**src/rtl/tile_pe_db.sv**
```systemverilog
// Double-buffered weight MAC tile: streams x through, adds weight*x to a partial sum
// over a two-stage pipeline, with tile-addressed shadow-bank config and hold-aware swaps.
module tile_pe_db #(
  parameter int DW    = 8,
  parameter int ACC_W = 24,
  parameter int NW    = 4,
  parameter int ROW_W = 4,
  parameter int COL_W = 4,
  localparam int WI_W = $clog2(NW)
) (
  input  logic                   clk,
  input  logic                   rst_n,
  input  logic [ROW_W-1:0]       core_row,
  input  logic [COL_W-1:0]       core_col,
  input  logic [ROW_W+COL_W-1:0] cfg_addr,
  input  logic [WI_W-1:0]        cfg_widx,
  input  logic [DW-1:0]          cfg_data,
  input  logic                   cfg_valid,
  input  logic                   cfg_swap,
  input  logic                   mode_signed,
  input  logic                   sat_en,
  input  logic [WI_W-1:0]        w_sel,
  input  logic                   hold,
  input  logic                   clr,
  input  logic [DW-1:0]          x_in,
  input  logic                   x_valid_in,
  input  logic [ACC_W-1:0]       acc_in,
  input  logic                   acc_valid_in,
  output logic [DW-1:0]          x_out,
  output logic                   x_valid_out,
  output logic [ACC_W-1:0]       acc_out,
  output logic                   acc_valid_out,
  output logic                   ovf_flag,
  output logic [15:0]            mac_cnt
);

  typedef enum logic {S_IDLE, S_PEND} swap_st_e;

  swap_st_e          swap_st_q, swap_st_d;
  logic              bank_sel_q, bank_sel_d;
  logic [DW-1:0]     bank_q [2][NW];
  logic [DW-1:0]     bank_d [2][NW];

  logic [ACC_W-1:0]  s1_acc_q, s1_acc_d;
  logic [2*DW-1:0]   s1_prod_q, s1_prod_d;
  logic              s1_vld_q, s1_vld_d;
  logic              s1_xv_q, s1_xv_d;
  logic              s1_sgn_q, s1_sgn_d;

  logic [DW-1:0]     x_out_q, x_out_d;
  logic              x_valid_out_q, x_valid_out_d;
  logic [ACC_W-1:0]  acc_out_q, acc_out_d;
  logic              acc_valid_out_q, acc_valid_out_d;
  logic              ovf_flag_q, ovf_flag_d;
  logic [15:0]       mac_cnt_q, mac_cnt_d;

  logic              cfg_hit;
  logic [DW-1:0]     w_act;
  logic [2*DW-1:0]   w_ext, x_ext, prod_c;
  logic [ACC_W-1:0]  prod_ext, res;
  logic [ACC_W:0]    sum;
  logic              ovf;

  assign cfg_hit = cfg_valid && ((cfg_addr == {core_row, core_col}) || (&cfg_addr));
  assign w_act   = bank_q[bank_sel_q][w_sel];

  always_comb begin
    swap_st_d  = swap_st_q;
    bank_sel_d = bank_sel_q;
    bank_d     = bank_q;
    // Shadow is chosen from the pre-swap bank_sel, so a same-cycle write lands in the bank being activated.
    if (cfg_hit) bank_d[~bank_sel_q][cfg_widx] = cfg_data;
    case (swap_st_q)
      S_IDLE: begin
        if (cfg_swap) begin
          if (hold) swap_st_d = S_PEND;
          else      bank_sel_d = ~bank_sel_q;
        end
      end
      S_PEND: begin
        if (!hold) begin
          bank_sel_d = ~bank_sel_q;
          swap_st_d  = S_IDLE;
        end
      end
      default: swap_st_d = S_IDLE;
    endcase
  end

  // Low 2*DW bits of the product of extended operands equal the signed or unsigned product.
  always_comb begin
    w_ext  = mode_signed ? {{DW{w_act[DW-1]}}, w_act} : {{DW{1'b0}}, w_act};
    x_ext  = mode_signed ? {{DW{x_in[DW-1]}}, x_in}   : {{DW{1'b0}}, x_in};
    prod_c = w_ext * x_ext;
  end

  always_comb begin
    prod_ext = s1_sgn_q ? {{(ACC_W-2*DW){s1_prod_q[2*DW-1]}}, s1_prod_q}
                        : {{(ACC_W-2*DW){1'b0}}, s1_prod_q};
    sum = {s1_sgn_q & s1_acc_q[ACC_W-1], s1_acc_q} + {s1_sgn_q & prod_ext[ACC_W-1], prod_ext};
    if (s1_sgn_q)
      ovf = (s1_acc_q[ACC_W-1] == prod_ext[ACC_W-1]) && (sum[ACC_W-1] != s1_acc_q[ACC_W-1]);
    else
      ovf = sum[ACC_W];
    res = sum[ACC_W-1:0];
    if (ovf && sat_en) begin
      if (!s1_sgn_q)                res = {ACC_W{1'b1}};
      else if (s1_acc_q[ACC_W-1])   res = {1'b1, {(ACC_W-1){1'b0}}};
      else                          res = {1'b0, {(ACC_W-1){1'b1}}};
    end
  end

  always_comb begin
    s1_acc_d        = s1_acc_q;
    s1_prod_d       = s1_prod_q;
    s1_vld_d        = s1_vld_q;
    s1_xv_d         = s1_xv_q;
    s1_sgn_d        = s1_sgn_q;
    x_out_d         = x_out_q;
    x_valid_out_d   = x_valid_out_q;
    acc_out_d       = acc_out_q;
    acc_valid_out_d = acc_valid_out_q;
    ovf_flag_d      = ovf_flag_q;
    mac_cnt_d       = mac_cnt_q;
    if (!hold) begin
      x_valid_out_d = x_valid_in;
      if (x_valid_in) x_out_d = x_in;
      s1_acc_d  = acc_in;
      s1_vld_d  = acc_valid_in;
      s1_xv_d   = x_valid_in;
      s1_sgn_d  = mode_signed;
      s1_prod_d = x_valid_in ? prod_c : '0;
      acc_valid_out_d = s1_vld_q;
      if (s1_vld_q) begin
        acc_out_d = res;
        if (ovf) ovf_flag_d = 1'b1;
        if (s1_xv_q && (mac_cnt_q != 16'hFFFF)) mac_cnt_d = mac_cnt_q + 16'd1;
      end
    end
    if (clr) begin
      ovf_flag_d = 1'b0;
      mac_cnt_d  = '0;
    end
  end

  always_ff @(posedge clk or negedge rst_n) begin
    if (!rst_n) begin
      swap_st_q       <= S_IDLE;
      bank_sel_q      <= 1'b0;
      for (int b = 0; b < 2; b++)
        for (int i = 0; i < NW; i++)
          bank_q[b][i] <= '0;
      s1_acc_q        <= '0;
      s1_prod_q       <= '0;
      s1_vld_q        <= 1'b0;
      s1_xv_q         <= 1'b0;
      s1_sgn_q        <= 1'b0;
      x_out_q         <= '0;
      x_valid_out_q   <= 1'b0;
      acc_out_q       <= '0;
      acc_valid_out_q <= 1'b0;
      ovf_flag_q      <= 1'b0;
      mac_cnt_q       <= '0;
    end else begin
      swap_st_q       <= swap_st_d;
      bank_sel_q      <= bank_sel_d;
      bank_q          <= bank_d;
      s1_acc_q        <= s1_acc_d;
      s1_prod_q       <= s1_prod_d;
      s1_vld_q        <= s1_vld_d;
      s1_xv_q         <= s1_xv_d;
      s1_sgn_q        <= s1_sgn_d;
      x_out_q         <= x_out_d;
      x_valid_out_q   <= x_valid_out_d;
      acc_out_q       <= acc_out_d;
      acc_valid_out_q <= acc_valid_out_d;
      ovf_flag_q      <= ovf_flag_d;
      mac_cnt_q       <= mac_cnt_d;
    end
  end

  assign x_out         = x_out_q;
  assign x_valid_out   = x_valid_out_q;
  assign acc_out       = acc_out_q;
  assign acc_valid_out = acc_valid_out_q;
  assign ovf_flag      = ovf_flag_q;
  assign mac_cnt       = mac_cnt_q;

endmodule

```
**config.mk**
```make
export PLATFORM = sky130hd
export DESIGN_NAME = tile_pe_db
export DESIGN_NICKNAME = d
export VERILOG_FILES = /design/src/rtl/tile_pe_db.sv
export SDC_FILE = /design/constraint.sdc
export NUM_CORES = 1
export LEC_CHECK = 0
export CAP_MARGIN = 20
export CORE_MARGIN = 10
export CORE_UTILIZATION = 58
export CTS_CLUSTER_SIZE = 20
export DETAILED_ROUTE_END_ITERATION = 7
export GPL_ROUTABILITY_DRIVEN = 0
export GPL_TIMING_DRIVEN = 1
export PLACE_DENSITY = 0.81
export REMOVE_ABC_BUFFERS = 1
export SKIP_CTS_REPAIR_TIMING = 1
export SLEW_MARGIN = 20
export SYNTH_ARGS = -nofsm -noshare
export SYNTH_HDL_FRONTEND = slang
export SYNTH_SLANG_ARGS = --single-unit
export TNS_END_PERCENT = 50
```
**constraint.sdc**
```tcl
create_clock -name clk -period 9.4 [get_ports clk]
set_input_delay 0.94 -clock clk [delete_from_list [all_inputs] [get_ports clk]]
set_output_delay 0.94 -clock clk [all_outputs]
set_load 0.05 [all_outputs]
```
After elaboration in Yosys (flattened, before gate mapping) --
Index checks and enable logic that the tools add are counted.
Operators by class: add/subtract/negate cells 2, multiply operators 1, divide/modulo/power cells 0, $lt $le $gt $ge 6, eq/ne operators 6, shift-type cells 0, muxes and demuxes 33, bitwise operators 9, reduce and logical (&&, ||, !) cells 15
Operators with widths (number):
- $mux 32 | 4
- $mux 16 | 7
- $mux 24 | 4
- $bwmux 64 | 1
- $demux 32 s1 | 1
- $add 25x25->25 | 1
- $mux 8 | 3
- $add 16x1->16 const B | 1
- $bmux 8 s2 | 1
- $demux 8 s2 | 1
- $mul 16x16->16 | 1
- $ne 16x16->1 const B | 1
- $mux 1 | 9
- $eq 8x8->1 | 1
- $reduce_and 8->1 | 1
- $ge 3x3->1 const B | 2
- $logic_and 1x1->1 | 6
- $not 2->3 | 2
- $reduce_and 3->1 | 2
- $reduce_bool 2->1 | 3
- $ge 2x2->1 const B | 2
- $not 1->2 | 2
- $pmux 1 s2 | 2
- $reduce_and 2->1 | 2
- 9 further kinds | 12
Storage, ports and cells: register bits after elaboration 159, latch bits 0, bits in writable memories 0, bits in read-only memories 0, word-level logic and storage cells 92, memories kept 0

Longest topological paths before layout --
depth after elaboration 10, mapped depth 25, gate-level depth less buffers 23

Least setup slack after synthesis --
No wires, ideal clock.
path kind input -> register, start point input w_sel[0], end point register s1_prod_q[14], library setup time 0.121 ns, arrival 6.942 ns, required time 9.279 ns, path slack 2.337 ns, stages 25, path buffers 2, cell sequence buf_6 -> mux4_2 -> mux2i_1 -> nor2b_1 -> clkbuf_1 -> and2_1 -> ha_1 -> inv_1 -> fa_1 -> inv_1 -> fa_1 -> inv_1 -> fa_1 -> inv_1 -> fa_1 -> inv_1 -> fa_1 -> inv_1 -> ha_1 -> and3_1 -> a21oi_1 -> o21ai_0 -> o41ai_1 -> xnor2_1 -> a22o_1
Between the ends: cells in the longest elaborated chain, start to end 7
Ends and longest elaborated chain:
- from (decl) | RTL line 22 | input logic [WI_W-1:0] w_sel,
- $not 2->3 (not written as such) | RTL line 65 | assign w_act = bank_q[bank_sel_q][w_sel];
- $bmux 8 s2 | RTL line 65
- $mux 8 (not written as such) (2 in series) | RTL line 65
- $mux 16 | RTL line 92 | w_ext = mode_signed ? {{DW{w_act[DW-1]}}, w_act} : {{DW{1'b0}}, w_act};
- $mul 16x16->16 | RTL line 94 | prod_c = w_ext * x_ext;
- $mux 16 | RTL line 132 | s1_prod_d = x_valid_in ? prod_c : '0;
- to (signal assigned) | RTL line 169 | s1_prod_q <= s1_prod_d;
- to (decl) | RTL line 45 | logic [2*DW-1:0] s1_prod_q, s1_prod_d;
Every way passes these cells. The select of a mux whose other input is x is not followed. A chain may end at the register's enable or synchronous reset.

Final worst setup path --
Same ends and word-level chain as after synthesis.

==> flow_summary_export.csv <==
group,metric,value,unit
sta,setup_viol,0,
worst_setup_path,cp_max_fo,10,
sta,finalCritPeriodShare,80.7,%
sta,finalHoldViolCount,0,
synth,netlist_area,0.0115,mm²
global_routing,grt_pass1_wl,43400,µm
final_layout,area_growth,18.6,%
global_routing,grt_overflow_total,0,
synth,synth_edf_count,0,
flow_run,cap_violations,0,
worst_setup_path,critPathKind,"primary input to flop",
placed_design,dp_cells,1422,
sta,fmax,0.132,GHz
floorplanning,die_h,161,µm
sta,slew_viol_final,0,
final_layout,final_cells,1455,
drt,final_antenna_net_count,0,
synth,synth_area_leader_cell,"dfrtp_1",
synth,yosys_most_used_dff,"dfrtp_1",
worst_setup_path,cp.arrival,7.91,ns
sta,tns,0,ns
clock_tree,clk_path_buf_depth,2,
clock_tree,path_clk_slew,0.07,ns
worst_setup_path,startpoint_type,"primary input",
sta,relSlewSlack,34.1,%
placed_design,dp_hpwl,19400,µm
sta,tightest_slew,0.962,ns
placed_design,numPortBuffers,120,
worst_setup_path,r2r_slack,2.62,ns
synth,ys.warnings.count,0,
global_routing,antenna_found_initial,0,
drt,wl,26000,µm
pwr,p_leak,0.00646,µW
worst_setup_path,cp_data_required_time,9.72,ns
pwr,ir_worst_vdd,0.000126,V
clock_tree,worstSkewPairLatency,0.44,ns
synth,avgSynthCellArea,10.9,µm²
final_layout,num-nets-final,1399,
final_layout,mostFrequentLayoutCells,"dfrtp_1, inv_1, clkdlybuf4s50_1",
clock_tree,numClockSinks,159,
final_layout,layout_commonest_cell,"dfrtp_1",
floorplanning,rows,51,
clock_tree,cts_root_buffer,"clkbuf_16",
synth,synth-seq-cells,159,
global_routing,grt_util_all_layers,20.4,%
run_status,outcome,"complete, no violations",
drt,viasPerCell,5.63,
floorplanning,die_area,0.0259,mm²
final_layout,drive_gt1_share,15.0,%
sta,skew,0.0144,ns
global_routing,grt_pass1_vias,8571,
floorplanning,die_x,161,µm
clock_tree,cts_tree,"yes",
drt,drt_iter0_drc,545,
final_layout,n_antenna_cell,0,
worst_setup_path,end_kind,"flop",
sta,rsz0062_at_grt,"false",
pwr,power.density_cell_area,149,mW/mm²
global_routing,grt_max_degree,83,
min_path,min_path_type,"flop to flop",
drt,drc,0,
final_layout,fillers,1381,
synth,yosysTopAreaCellShare,34.6,%
floorplanning,io_pins,121,
clock_tree,cts_made_buffers,17,
sta,period_minus_slack,7.59,ns
drt,num_vias,8196,
synth,synthArstFlopShare,100,%
floorplanning,core,0.0195,mm²
clock_tree,htreeDepth,4,
drt,dr.pass1.iters,5,
floorplanning,initial_utilization,59.1,%
synth,synth_cell_types,62,
synth,syn-instance-count,1056,
synth,synth_seq_area_share,34.6,%
synth,synthTopCellsByArea,"dfrtp_1, fa_1, mux2_2",
drt,wl_per_cell,17.9,µm
final_layout,post-route-util,70.1,%
[critical path, cell delays in order]
cell and delay [ns]:
clkdlybuf4s50_1 0.71, buf_4 0.30, mux4_2 0.54, mux2i_2 0.46
nor2b_1 0.15, fa_1 0.55, inv_1 0.05, fa_1 0.50
inv_1 0.06, fa_1 0.50, inv_1 0.05, fa_1 0.48
inv_1 0.05, fa_1 0.52, inv_1 0.05, fa_1 0.52
inv_1 0.04, ha_1 0.36, and3_1 0.18, a21oi_1 0.12
o21ai_0 0.13, o41ai_1 0.33, xnor2_1 0.11, a22o_1 0.20
[layer usage]
metal | part of all wire, % | up-vias | global-route usage (%)
met5 | 0 | - | 0
met4 | 1.6 | 0 | 5.71
met3 | 5.5 | 39 | 4.98
met2 | 50 | 218 | 34.1
met1 | 43 | 4135 | 25.9
li1 | - | 3804 | -
[flip-flops by register name (all words and copies together), names as in the netlist, 8 cells and up]
name / cells
bank_q: 64
acc_out: 24
s1_acc_q: 24
mac_cnt: 16
s1_prod_q: 16
x_out: 8
[per-stage QoR]
| step | cell area [µm²] | setup WS, ns | power (µW) | hold WS, ns |
|---|---|---|---|---|
| 2_1_floorplan | 11400 | 2.50 | 1130 | 0.455 |
| 3_3_place_gp | 13000 | 1.54 | 1310 | 0.465 |
| 3_5_place_dp | 13000 | 1.39 | 1330 | 0.466 |
| 4_1_cts | 13600 | 1.86 | 2040 | 0.486 |
| 5_1_grt | 13600 | 1.47 | 2120 | 0.514 |
| 6_report | 13600 | 1.81 | 2030 | 0.487 |
[area by class of cell]
type,instances,area [µm²],share of cell area (%)
clock buffer,17,425,3.12
clock inverter,15,188,1.38
inverter,139,522,3.82
multi-input combinational,727,6880,50.4
sequential,159,3980,29.2
tap,265,332,2.43
timing repair buffer,133,1320,9.64
[final timing paths]
path	from	to	depth (start not counted)
worst max-delay path	w_sel[0]	s1_prod_q[14]	24
worst min-delay path	acc_valid_out	acc_valid_out	2
worst max register to register	bank_sel_q	s1_prod_q[14]	21
worst min register to register	acc_valid_out	acc_valid_out	2
max in group asynchronous	rst_n	bank_sel_q	3
min in group asynchronous	rst_n	s1_acc_q[18]	1
[kinds of logic after synthesis]
logic type	synth area share (%)
fa+ha+maj	21.5
flops	34.6
simple gates	10.3
mux	13.4
buf+inv	5.71
xor+xnor	5.33
compound gates	9.16
[power breakdown]
| group | total [µW] | internal [µW] | switching, µW | leakage (µW) |
|---|---|---|---|---|
| Clock | 708 | 384 | 324 | 0.000301 |
| Combinational | 538 | 222 | 316 | 0.00410 |
| Sequential | 781 | 741 | 39.2 | 0.00207 |
[cell usage after synthesis, types with 3 or more instances]
| cell type | instances |
|---|---|
| dfrtp_1 | 159 |
| inv_1 | 139 |
| mux2_2 | 97 |
| fa_1 | 76 |
| ha_1 | 76 |
| nor2b_1 | 57 |
| xnor2_1 | 50 |
| a21oi_1 | 47 |
| o21ai_0 | 46 |
| nor2_1 | 44 |
| nand2_1 | 42 |
| clkbuf_1 | 21 |
| xor2_1 | 20 |
| mux4_2 | 16 |
| nand2b_1 | 13 |
| a22o_1 | 10 |
| nand4_1 | 10 |
| a21o_1 | 9 |
| nand3_1 | 9 |
| and2_1 | 8 |
| mux2i_1 | 8 |
| nor3_1 | 8 |
| a31oi_1 | 5 |
| and2b_1 | 5 |
| and3_1 | 5 |
| nand3b_1 | 5 |
| o21a_1 | 5 |
| or2_2 | 5 |
| or3_1 | 5 |
| buf_1 | 4 |
| o211ai_1 | 4 |
| a211o_1 | 3 |
| buf_2 | 3 |
| o21bai_1 | 3 |
| o221a_1 | 3 |
| o22ai_1 | 3 |
Note: power is estimated with default switching activity, not from simulation.
